==> src/rtl/e1_timing_pkg.sv <==
// Shared E1 timing constants and types for the frame-alignment path.
package e1_timing_pkg;

    localparam int unsigned DIV_DEFAULT   = 8;
    localparam int unsigned FRAME_IDX_W   = 4;
    localparam int unsigned FRAMES_PER_MF = 16;

    typedef logic [FRAME_IDX_W-1:0] frame_idx_t;

endpackage

==> src/rtl/e1_frame_counter_clk_div.sv <==
// Integer clock divider producing the 4 Mbps bit clock, its rising-edge
// strobe and a same-edge falling-edge qualifier for the frame counter.
module clk_div_4mbps
    import e1_timing_pkg::*;
#(
    parameter int unsigned DIV = DIV_DEFAULT
) (
    input  logic clk,
    input  logic rst,
    input  logic en,
    output logic saida,
    output logic tick,
    output logic fall_stb
);

    localparam int unsigned CW = $clog2(DIV);
    localparam logic [CW-1:0] HALF = CW'(DIV / 2 - 1);
    localparam logic [CW-1:0] LAST = CW'(DIV - 1);

    logic [CW-1:0] div_cnt;

    // Unregistered so the frame index advances on the same edge saida falls.
    assign fall_stb = en && (div_cnt == LAST);

    always_ff @(posedge clk) begin
        if (rst) begin
            div_cnt <= '0;
            saida   <= 1'b0;
            tick    <= 1'b0;
        end else if (en) begin
            div_cnt <= (div_cnt == LAST) ? '0 : div_cnt + 1'b1;
            tick    <= (div_cnt == HALF);
            if (div_cnt == HALF)
                saida <= 1'b1;
            else if (div_cnt == LAST)
                saida <= 1'b0;
        end else begin
            tick <= 1'b0;
        end
    end

endmodule

==> src/rtl/e1_frame_counter.sv <==
// E1 frame timing: 4 Mbps bit clock, sample strobe, 4-bit frame index
// and multiframe-start flag.
module e1_frame_counter
    import e1_timing_pkg::*;
#(
    parameter int unsigned DIV   = DIV_DEFAULT,
    parameter int unsigned CNT_W = FRAME_IDX_W
) (
    input  logic       clk,
    input  logic       rst,
    input  logic       en,
    output logic       saida,
    output logic       tick,
    output frame_idx_t dout4,
    output logic       mf_start
);

    if (DIV < 2 || (DIV % 2) != 0) begin : g_bad_div
        $error("e1_frame_counter: DIV must be even and >= 2");
    end
    if (CNT_W != FRAME_IDX_W) begin : g_bad_cnt_w
        $error("e1_frame_counter: CNT_W must be 4");
    end

    logic fall_stb;

    clk_div_4mbps #(.DIV(DIV)) u_div (
        .clk      (clk),
        .rst      (rst),
        .en       (en),
        .saida    (saida),
        .tick     (tick),
        .fall_stb (fall_stb)
    );

    always_ff @(posedge clk) begin
        if (rst)
            dout4 <= '0;
        else if (fall_stb)
            dout4 <= dout4 + 1'b1;
    end

    // Product of two flops; dout4 never changes while tick is high.
    assign mf_start = tick & (dout4 == '0);

endmodule

==> config.mk <==
export PLATFORM = sky130hd
export DESIGN_NAME = e1_frame_counter
export DESIGN_NICKNAME = d
export VERILOG_FILES = /design/src/rtl/e1_timing_pkg.sv /design/src/rtl/e1_frame_counter_clk_div.sv /design/src/rtl/e1_frame_counter.sv
export SDC_FILE = /design/constraint.sdc
export NUM_CORES = 1
export LEC_CHECK = 0
export ABC_AREA = 1
export BUFFER_PORTS_ARGS = -buffer_cell sky130_fd_sc_hd__buf_2
export CAP_MARGIN = 20
export CORE_MARGIN = 1.5
export CORE_UTILIZATION = 30
export DETAILED_ROUTE_END_ITERATION = 10
export SLEW_MARGIN = 20
export SYNTH_ARGS = -nofsm -noshare
export SYNTH_HDL_FRONTEND = slang
export SYNTH_SLANG_ARGS = --single-unit
==> constraint.sdc <==
create_clock -name clk -period 1.1 [get_ports clk]
set_input_delay 0.22 -clock clk [delete_from_list [all_inputs] [get_ports clk]]
set_output_delay 0.22 -clock clk [all_outputs]
set_load 0.01 [all_outputs]
; ---- After elaboration in Yosys (flattened, before gate mapping)
; Cells that the tools add are included.
[classes]
n_eq_ne = 2
add_sub_neg = 2
div_mod_pow = 0
bitwise = 2
n_reduce_logical = 5
magnitude_cmp = 0
shift = 0
multipliers = 0
muxes = 3
[op_table]
columns = op, count
row1 = $add A4 B1 Y4 const B, 1
row2 = $logic_not A4 Y1, 1
row3 = $add A3 B1 Y3 const B, 1
row4 = $eq A3 B2 Y1 const B, 1
row5 = $eq A3 B3 Y1 const B, 1
row6 = $mux W3, 1
row7 = $mux W1, 2
row8 = $reduce_and A2 Y1, 1
row9 = $reduce_bool A2 Y1, 1
row10 = $reduce_or A2 Y1, 1
row11 = $and A1 B1 Y1, 1
row12 = $logic_and A1 B1 Y1, 1
row13 = $not A1 Y1, 1
[totals]
ram_bits = 0
latch_bits = 0
mem_bits_ro = 0
input_bits = 3
wordCells = 18
ff_bits = 9
n_memories = 0
out_inout_bits = 7

; ---- Longest topological paths before layout
; Gate-level depths: netlist of the first run.
[depth]
depth_word = 3
ltp_mapped = 7
depth_no_buf = 7

; ---- Modules after synthesis
; From an unflattened synthesis of the first run, not the netlist that was laid out.
[hier_totals]
cells_unflattened = 58
hier_area_um2 = 426.7
[by_module_without_submodules]
columns = module, cells_each, n_inst, area_per_inst_um2, seq_area_each_um2
row1 = clk_div_4mbps, 30, 1, 229.0, 100.1
row2 = e1_frame_counter, 28, 1, 197.7, 80.1

; ---- Worst setup path after synthesis of the first run
; OpenSTA, ideal clock, no wires.
[synth_timing]
path_kind = register to register
startpoint = register u_div.div_cnt[0]
endpoint = register dout4[3]
t_arrival_ps = 1053
path_buffers = 0
setup_slack_ps = -67
path_stages_with_launch = 8
period_less_slack_ps = 1167
required_ps = 987
setup_time_ps = 113
path_cell_list = dfxtp_1 ha_1 ha_1 nand2_4 nor2_4 nand3_1 nand2_1 nor2_1
[synth_via]
elab_chain_cells = 2
[synth_rtl]
columns = element, line
row1 = from (decl), e1_frame_counter_clk_div.sv:20  ; logic [CW-1:0] div_cnt;
row2 = from (signal assigned), e1_frame_counter_clk_div.sv:31  ; div_cnt <= (div_cnt == LAST) ? '0 : div_cnt + 1'b1;
row3 = $eq A3 B3 Y1, e1_frame_counter_clk_div.sv:23  ; assign fall_stb = en && (div_cnt == LAST);
row4 = $logic_and A1 B1 Y1, e1_frame_counter_clk_div.sv:23
row5 = to (signal assigned), e1_frame_counter.sv:40  ; dout4 <= dout4 + 1'b1;
row6 = to (decl), e1_frame_counter.sv:14  ; output frame_idx_t dout4,
; Every way passes these cells.
; A chain may end at the register's enable or synchronous reset.

; ---- Worst setup path after layout of the first run
[layout_timing]
startpoint = register dout4[1]
endpoint = register dout4[1]
[layout_via]
elab_chain_cells = 1
[layout_rtl]
columns = element, line
row1 = $add A4 B1 Y4, e1_frame_counter.sv:40
; Every way passes these cells.

==> impl_metrics.env, run 1 <==
export IMPL_clkSinkCount=9
export IMPL_ys_top_cells_by_count="9 x dfxtp_1, 8 x inv_1, 8 x nand2_1"
export IMPL_cellPowerDensity_nw_per_um2=942.1
export IMPL_hp_start="rst"
export IMPL_r2r_start="dout4[1]"
export IMPL_final_max_slew_viol_count=0
export IMPL_hold_ws_ns=0.1636
export IMPL_routed_via_density=4.742
export IMPL_p_seq_frac=0.505
export IMPL_core_area_sq_um=1334
export IMPL_synth_top_area_share=0.4114
export IMPL_vias=422
export IMPL_setup_tns_final_ns=-0.4101
export IMPL_status="complete, but fails checks"
export IMPL_synth_nets=60
export IMPL_fin_nets=83
export IMPL_drt_iter0_markers=4
export IMPL_drive_gt1_frac=0.6892
export IMPL_skew_ns=0.002527
export IMPL_dieArea_sq_um=1698
export IMPL_clk_pin_slew_ns=0.07
export IMPL_p_sw_frac=0.2603
export IMPL_grt_overflow_total=0
export IMPL_synth_distinct_cells=15
export IMPL_max_freq_ghz=0.7868
export IMPL_hold_class="in -> reg"
export IMPL_power_frac_comb=0.105
export IMPL_grt_pass1_vias=361
export IMPL_netlist_area_sq_um=437.9
export IMPL_worstMarginPinSlew_ns=0.2829
export IMPL_worstSetupPathType="reg -> reg"
export IMPL_crit_family="buffers and inverters"
export IMPL_clock_root_buffer="clkbuf_4"
export IMPL_cp_max_fo=2
export IMPL_violations="setup timing"
export IMPL_synth_warnings=0
export IMPL_finalCriticalPeriod_ns=1.271
export IMPL_switching_power_mw=0.1798
export IMPL_crit_top_cell="buf_4"
export IMPL_finalHoldViolations=0
export IMPL_cts_hold_buf=0
export IMPL_first_pass_iters=3
export IMPL_die_y_um=41.21
export IMPL_place_congestion=0.6687
export IMPL_synth_area_top_cells="dfxtp_1 41%, ha_1 14%, inv_1 6.9%, nand2_1 6.9%, a21oi_1 5.7%"
export IMPL_grt_pass1_wl_um=1504
export IMPL_critical_path_cell_chain="inv_2 -> buf_4 -> buf_6 -> buf_4 -> buf_4 -> buf_4 -> buf_4 -> a21oi_2"
export IMPL_p_leak_nw=0.3122
export IMPL_hold_end="dout4[0]"
export IMPL_row_count=13
export IMPL_antenna_found_initial=0
export IMPL_worst_path_max_delay_cell="dfxtp_2"
export IMPL_clkPwrFrac=0.391
export IMPL_ys_async_sr_fraction=0
export IMPL_synth_main_ff_cell="dfxtp_1"
export IMPL_ys_ff_latch=9
export IMPL_synth_edf_count=0
export IMPL_fin_area_sq_um=733.2
export IMPL_clockBufferDepth=2
export IMPL_drc_errors=0
export IMPL_start_util=0.3283
export IMPL_clock_latency_ns=0.27
export IMPL_grt_max_degree=10
export IMPL_reg2reg_to="dout4[1]"
export IMPL_port_buffers=9
export IMPL_finalSetupViolCount=6
export IMPL_yosysSeqAreaShare=0.4114
export IMPL_grt_setup_unrepaired="true"
export IMPL_reg2regPathDepth=8
export IMPL_htreeDepth=1
export IMPL_worstPathRequired_ns=1.30
export IMPL_synth_cells=52
export IMPL_holdPathStages=2
export IMPL_cap_violations=0
export IMPL_synth_most_common_cell="dfxtp_1"
export IMPL_rrSetupSlack_ns=-0.17
export IMPL_cpPeakStageDelay_ns=0.34
export IMPL_cts_buffers=3
export IMPL_period_share=1.155
export IMPL_drt_wl_total_um=1032
export IMPL_power_mw=0.6907
export IMPL_ant_nets=0
export IMPL_syn_to_final_growth_pct=67.43
export IMPL_gr_usage_all_layers=0.1507
export IMPL_yosys_area_top_type="dfxtp_1"
export IMPL_fin_cells=89
export IMPL_syn_avg_cell_area_sq_um=8.422
export IMPL_cp_data_arrival_time_ns=1.47
export IMPL_end_kind="flip-flop"
export IMPL_max_slew_margin=0.8114
export IMPL_dp_cells=79
export IMPL_ioPinCount=10
export IMPL_dieWidth_um=41.21
export IMPL_finalWorstSetupSlack_ns=-0.1709
export IMPL_startpoint_type="flip-flop"
export IMPL_cts_tree="built"
export IMPL_insertedDiodeCount=0
export IMPL_internal_power_mw=0.5109
export IMPL_critPathBufInv=7
export IMPL_avgRoutedWirePerCell_um=11.60
export IMPL_peakVddDrop_uv=497.2
export IMPL_place_area_sq_um=540.5
power by group through the flow:
stage | combinational, mW | sequential, mW | clock (mW)
floorplan | 0.0360 | 0.352 | 0
global placement | 0.0482 | 0.352 | 0
detailed placement | 0.0480 | 0.352 | 0
CTS | 0.0547 | 0.349 | 0.281
global route | 0.0802 | 0.349 | 0.301
finish | 0.0723 | 0.349 | 0.270
through the flow:
stage	utilization	worst slack [ns]
floorplan	-	-0.01169
global placement	0.4053	-0.04971
detailed placement	0.4053	-0.07761
CTS	0.4906	-0.1845
global route	0.5497	-0.2461
finish	0.5497	-0.1709
layout by cell type, fill, tap and decap left out, types with 4 or more instances in the layout:
cell     instances
dfxtp_2          4
a21oi_2          4
buf_2            7
inv_1            5
dfxtp_1          4
buf_6            4
buf_4            8
nand2_1          5
cells by family after synthesis:
family          Yosys count  share of synthesized area
compound gates           11                     0.1514
fa+ha+maj                 5                     0.1429
buf+inv                   9                    0.09429
flops                     9                     0.4114
simple gates             18                     0.2000
metal layers:
metal	global-route usage	routed length, um	vias up
met3	0.09783	66	2
met4	0.07258	11	0
met1	0.1429	409	195
met5	0	0	-
li1	-	-	213
met2	0.2500	545	12
cell type report:
cell class / instances / area (sq um)
tap: 15 / 18.77
timing repair buffer: 19 / 140.1
multi-input combinational: 34 / 326.6
sequential: 9 / 188.9
inverter: 8 / 32.53
clock buffer: 4 / 26.28
fill: 130 / 600.6
flip-flops by register name, summed over array words and instances (netlist names):
register	cells
dout4	4
u_div.div_cnt	3
u_div.saida	1
u_div.tick	1
worst max-delay path by stage:
stage,cells after the start,start,to
after floorplan,7,u_div.div_cnt[0],dout4[3]
after global placement,7,u_div.div_cnt[0],dout4[3]
after detailed placement,7,u_div.div_cnt[0],dout4[3]
after CTS,5,dout4[1],mf_start
after global routing,5,dout4[1],mf_start
final,8,dout4[1],dout4[1]
timing repair:
| action | CTS | global route |
|---|---|---|
| buffers inserted | 6 | 1 |
| resized for setup | 13 | 19 |
| pin swaps | 5 | 6 |
| cloned | 0 | 0 |
| endpoints found under the hold margin | 0 | 0 |
| endpoints found under the setup margin | 7 | 11 |
(Power assumes the default switching activity.)
==> inputs of run 2 (changes only) <==
--- a/config.mk
+++ b/config.mk
@@ -8,9 +8,10 @@
 export ABC_AREA = 1
 export BUFFER_PORTS_ARGS = -buffer_cell sky130_fd_sc_hd__buf_2
 export CAP_MARGIN = 20
-export CORE_MARGIN = 1.5
-export CORE_UTILIZATION = 30
+export CORE_AREA = 2 2 39 41
 export DETAILED_ROUTE_END_ITERATION = 10
+export DIE_AREA = 0 0 41 43
+export SETUP_SLACK_MARGIN = 0.2
 export SLEW_MARGIN = 20
 export SYNTH_ARGS = -nofsm -noshare
 export SYNTH_HDL_FRONTEND = slang
==> constraint.sdc (replaced) <==
create_clock -name clk -period 1.4 [get_ports clk]
set_input_delay 0.28 -clock clk [delete_from_list [all_inputs] [get_ports clk]]
set_output_delay 0.28 -clock clk [all_outputs]
set_load 0.01 [all_outputs]
==> impl_metrics.env, run 2 (synthesis results as in run 1) <==
export IMPL_worstPathRequired_ns=1.12
export IMPL_critPathBufInv=2
export IMPL_place_hpwl_um=552.9
export IMPL_peakVddDrop_uv=541.4
export IMPL_crit_family="flip-flops"
export IMPL_grt_overflow_total=0
export IMPL_startpoint_type="flip-flop"
export IMPL_highest_layer="met4"
export IMPL_p_seq_frac=0.527
export IMPL_port_buffers=9
export IMPL_clkSinkCount=9
export IMPL_clockBufferDepth=2
export IMPL_clock_root_buffer="clkbuf_4"
export IMPL_grt_pass1_wl_um=1311
export IMPL_fillers=150
export IMPL_hold_class="in -> reg"
export IMPL_start_util=0.3165
export IMPL_multi_input_area_sq_um=261.5
export IMPL_clkPwrFrac=0.398
export IMPL_syn_to_final_growth_pct=35.43
export IMPL_postLayoutCoreUtil=0.4286
export IMPL_p_sw_frac=0.2432
export IMPL_finalCriticalPeriod_ns=1.380
export IMPL_final_max_slew_viol_count=0
export IMPL_crit_start="dout4[0]"
export IMPL_drc_errors=0
export IMPL_die_y_um=43
export IMPL_reg2reg_to="dout4[3]"
export IMPL_gr_usage_all_layers=0.1188
export IMPL_worstSetupPathType="reg -> out"
export IMPL_fin_area_sq_um=593.1
export IMPL_cts_tree="built"
export IMPL_power_frac_comb=0.075
export IMPL_grt_setup_unrepaired="true"
export IMPL_cp_data_arrival_time_ns=1.10
export IMPL_antenna_found_initial=0
export IMPL_max_freq_ghz=0.7246
export IMPL_wl_met1_um=349
export IMPL_p_leak_nw=0.2705
export IMPL_worst_path_max_delay_cell="dfxtp_2"
export IMPL_drive_gt1_frac=0.4627
export IMPL_hold_end="dout4[0]"
export IMPL_period_share=0.9858
export IMPL_finalHoldViolations=0
export IMPL_place_area_sq_um=491.7
export IMPL_wl_met2_um=395
export IMPL_avgRoutedWirePerCell_um=9.892
export IMPL_layout_commonest_cell="buf_2"
export IMPL_cp_max_fo=2
export IMPL_regMostFlops="dout4"
export IMPL_holdPathStages=2
export IMPL_cpPeakStageDelay_ns=0.33
export IMPL_htreeDepth=1
export IMPL_rrSetupSlack_ns=0.28
export IMPL_vias=389
export IMPL_status="finished, final reports clean"
export IMPL_dieArea_sq_um=1763
export IMPL_routed_via_density=4.687
export IMPL_regArea_sq_um=185.2
export IMPL_hold_ws_ns=0.2002
export IMPL_clk_pin_slew_ns=0.06
export IMPL_finalSetupViolCount=0
export IMPL_core_area_sq_um=1384
export IMPL_clock_latency_ns=0.26
export IMPL_ant_nets=0
export IMPL_row_count=14
export IMPL_wl_met3_um=66
export IMPL_drt_iter0_markers=6
export IMPL_top_regs="dout4: 4 flops, u_div.div_cnt: 3 flops"
export IMPL_grt_max_degree=10
export IMPL_ioPinCount=10
export IMPL_max_slew_margin=0.8679
export IMPL_dieWidth_um=41
export IMPL_skew_ns=0.001805
export IMPL_cap_violations=0
export IMPL_grt_pass1_vias=317
export IMPL_hp_start="rst"
export IMPL_cellPowerDensity_nw_per_um2=876.7
export IMPL_insertedDiodeCount=0
export IMPL_place_congestion=0.6631
export IMPL_fin_nets=76
export IMPL_power_mw=0.5200
export IMPL_r2r_start="u_div.div_cnt[0]"
export IMPL_end_kind="output pin"
export IMPL_internal_power_mw=0.3935
export IMPL_critical_path_cell_chain="inv_4 -> ha_4 -> nand2_2 -> nor3_2 -> buf_2"
export IMPL_mostFrequentLayoutCells="9 x buf_2, 7 x nand2_1, 6 x inv_1, 5 x a21oi_1, 5 x dfxtp_1"
export IMPL_switching_power_mw=0.1265
export IMPL_cts_buffers=3
export IMPL_drt_wl_total_um=821
export IMPL_reg2regPathDepth=7
export IMPL_first_pass_iters=4
export IMPL_largest_register_ffs=4
export IMPL_cts_hold_buf=0
export IMPL_worstMarginPinSlew_ns=0.1979
==> run 2: cell types whose count changed in the layout (fill, tap and decap cells not counted), sizes merged <==
cell  before  now
buf       19   12
==> run 2: what timing repair did <==
action	CTS	global route
setup endpoints to repair	4	5
resized for setup	6	9
setup buffers	2	1
pin swaps	0	4
==> run 2: cell type report <==
class | instances | share of cell area
Tap cell | 16 | 0.03376
Multi-Input combinational cell | 34 | 0.4409
Clock buffer | 4 | 0.04430
Sequential cell | 9 | 0.3122
Inverter | 8 | 0.05485
Timing Repair Buffer | 12 | 0.1139
==> run 2: power by group through the flow <==
stage	registers [mW]	logic, mW	clock network [mW]
after CTS	0.271	0.0370	0.216
after floorplan	0.275	0.0268	0
after global placement	0.275	0.0334	0
after detailed placement	0.276	0.0346	0
final	0.274	0.0392	0.207
after global routing	0.275	0.0483	0.223
==> run 2: metal layers <==
metal / vias up / global-route usage
met1: 177 / 0.1234
met5: - / 0
met4: 0 / 0.08000
met3: 2 / 0.07853
met2: 12 / 0.1656
li1: 198 / -
==> run 2: worst max path at each step <==
| stage | to | cells after the start | slack (ns) |
|---|---|---|---|
| CTS | mf_start | 5 | -0.01 |
| finish | mf_start | 5 | 0.02 |
| floorplan | mf_start | 4 | 0.20 |
| global route | mf_start | 5 | -0.08 |
| detailed placement | dout4[3] | 7 | 0.14 |
| global placement | dout4[3] | 7 | 0.16 |
==> run 2: stage by stage <==
stage	setup TNS [ns]	setup WS, ns	std cells
2_1_floorplan	0	0.2048	52
3_3_place_gp	0	0.1589	76
3_5_place_dp	0	0.1437	76
4_1_cts	-0.01426	-0.01426	82
5_1_grt	-0.07793	-0.07793	83
6_report	0	0.01992	83
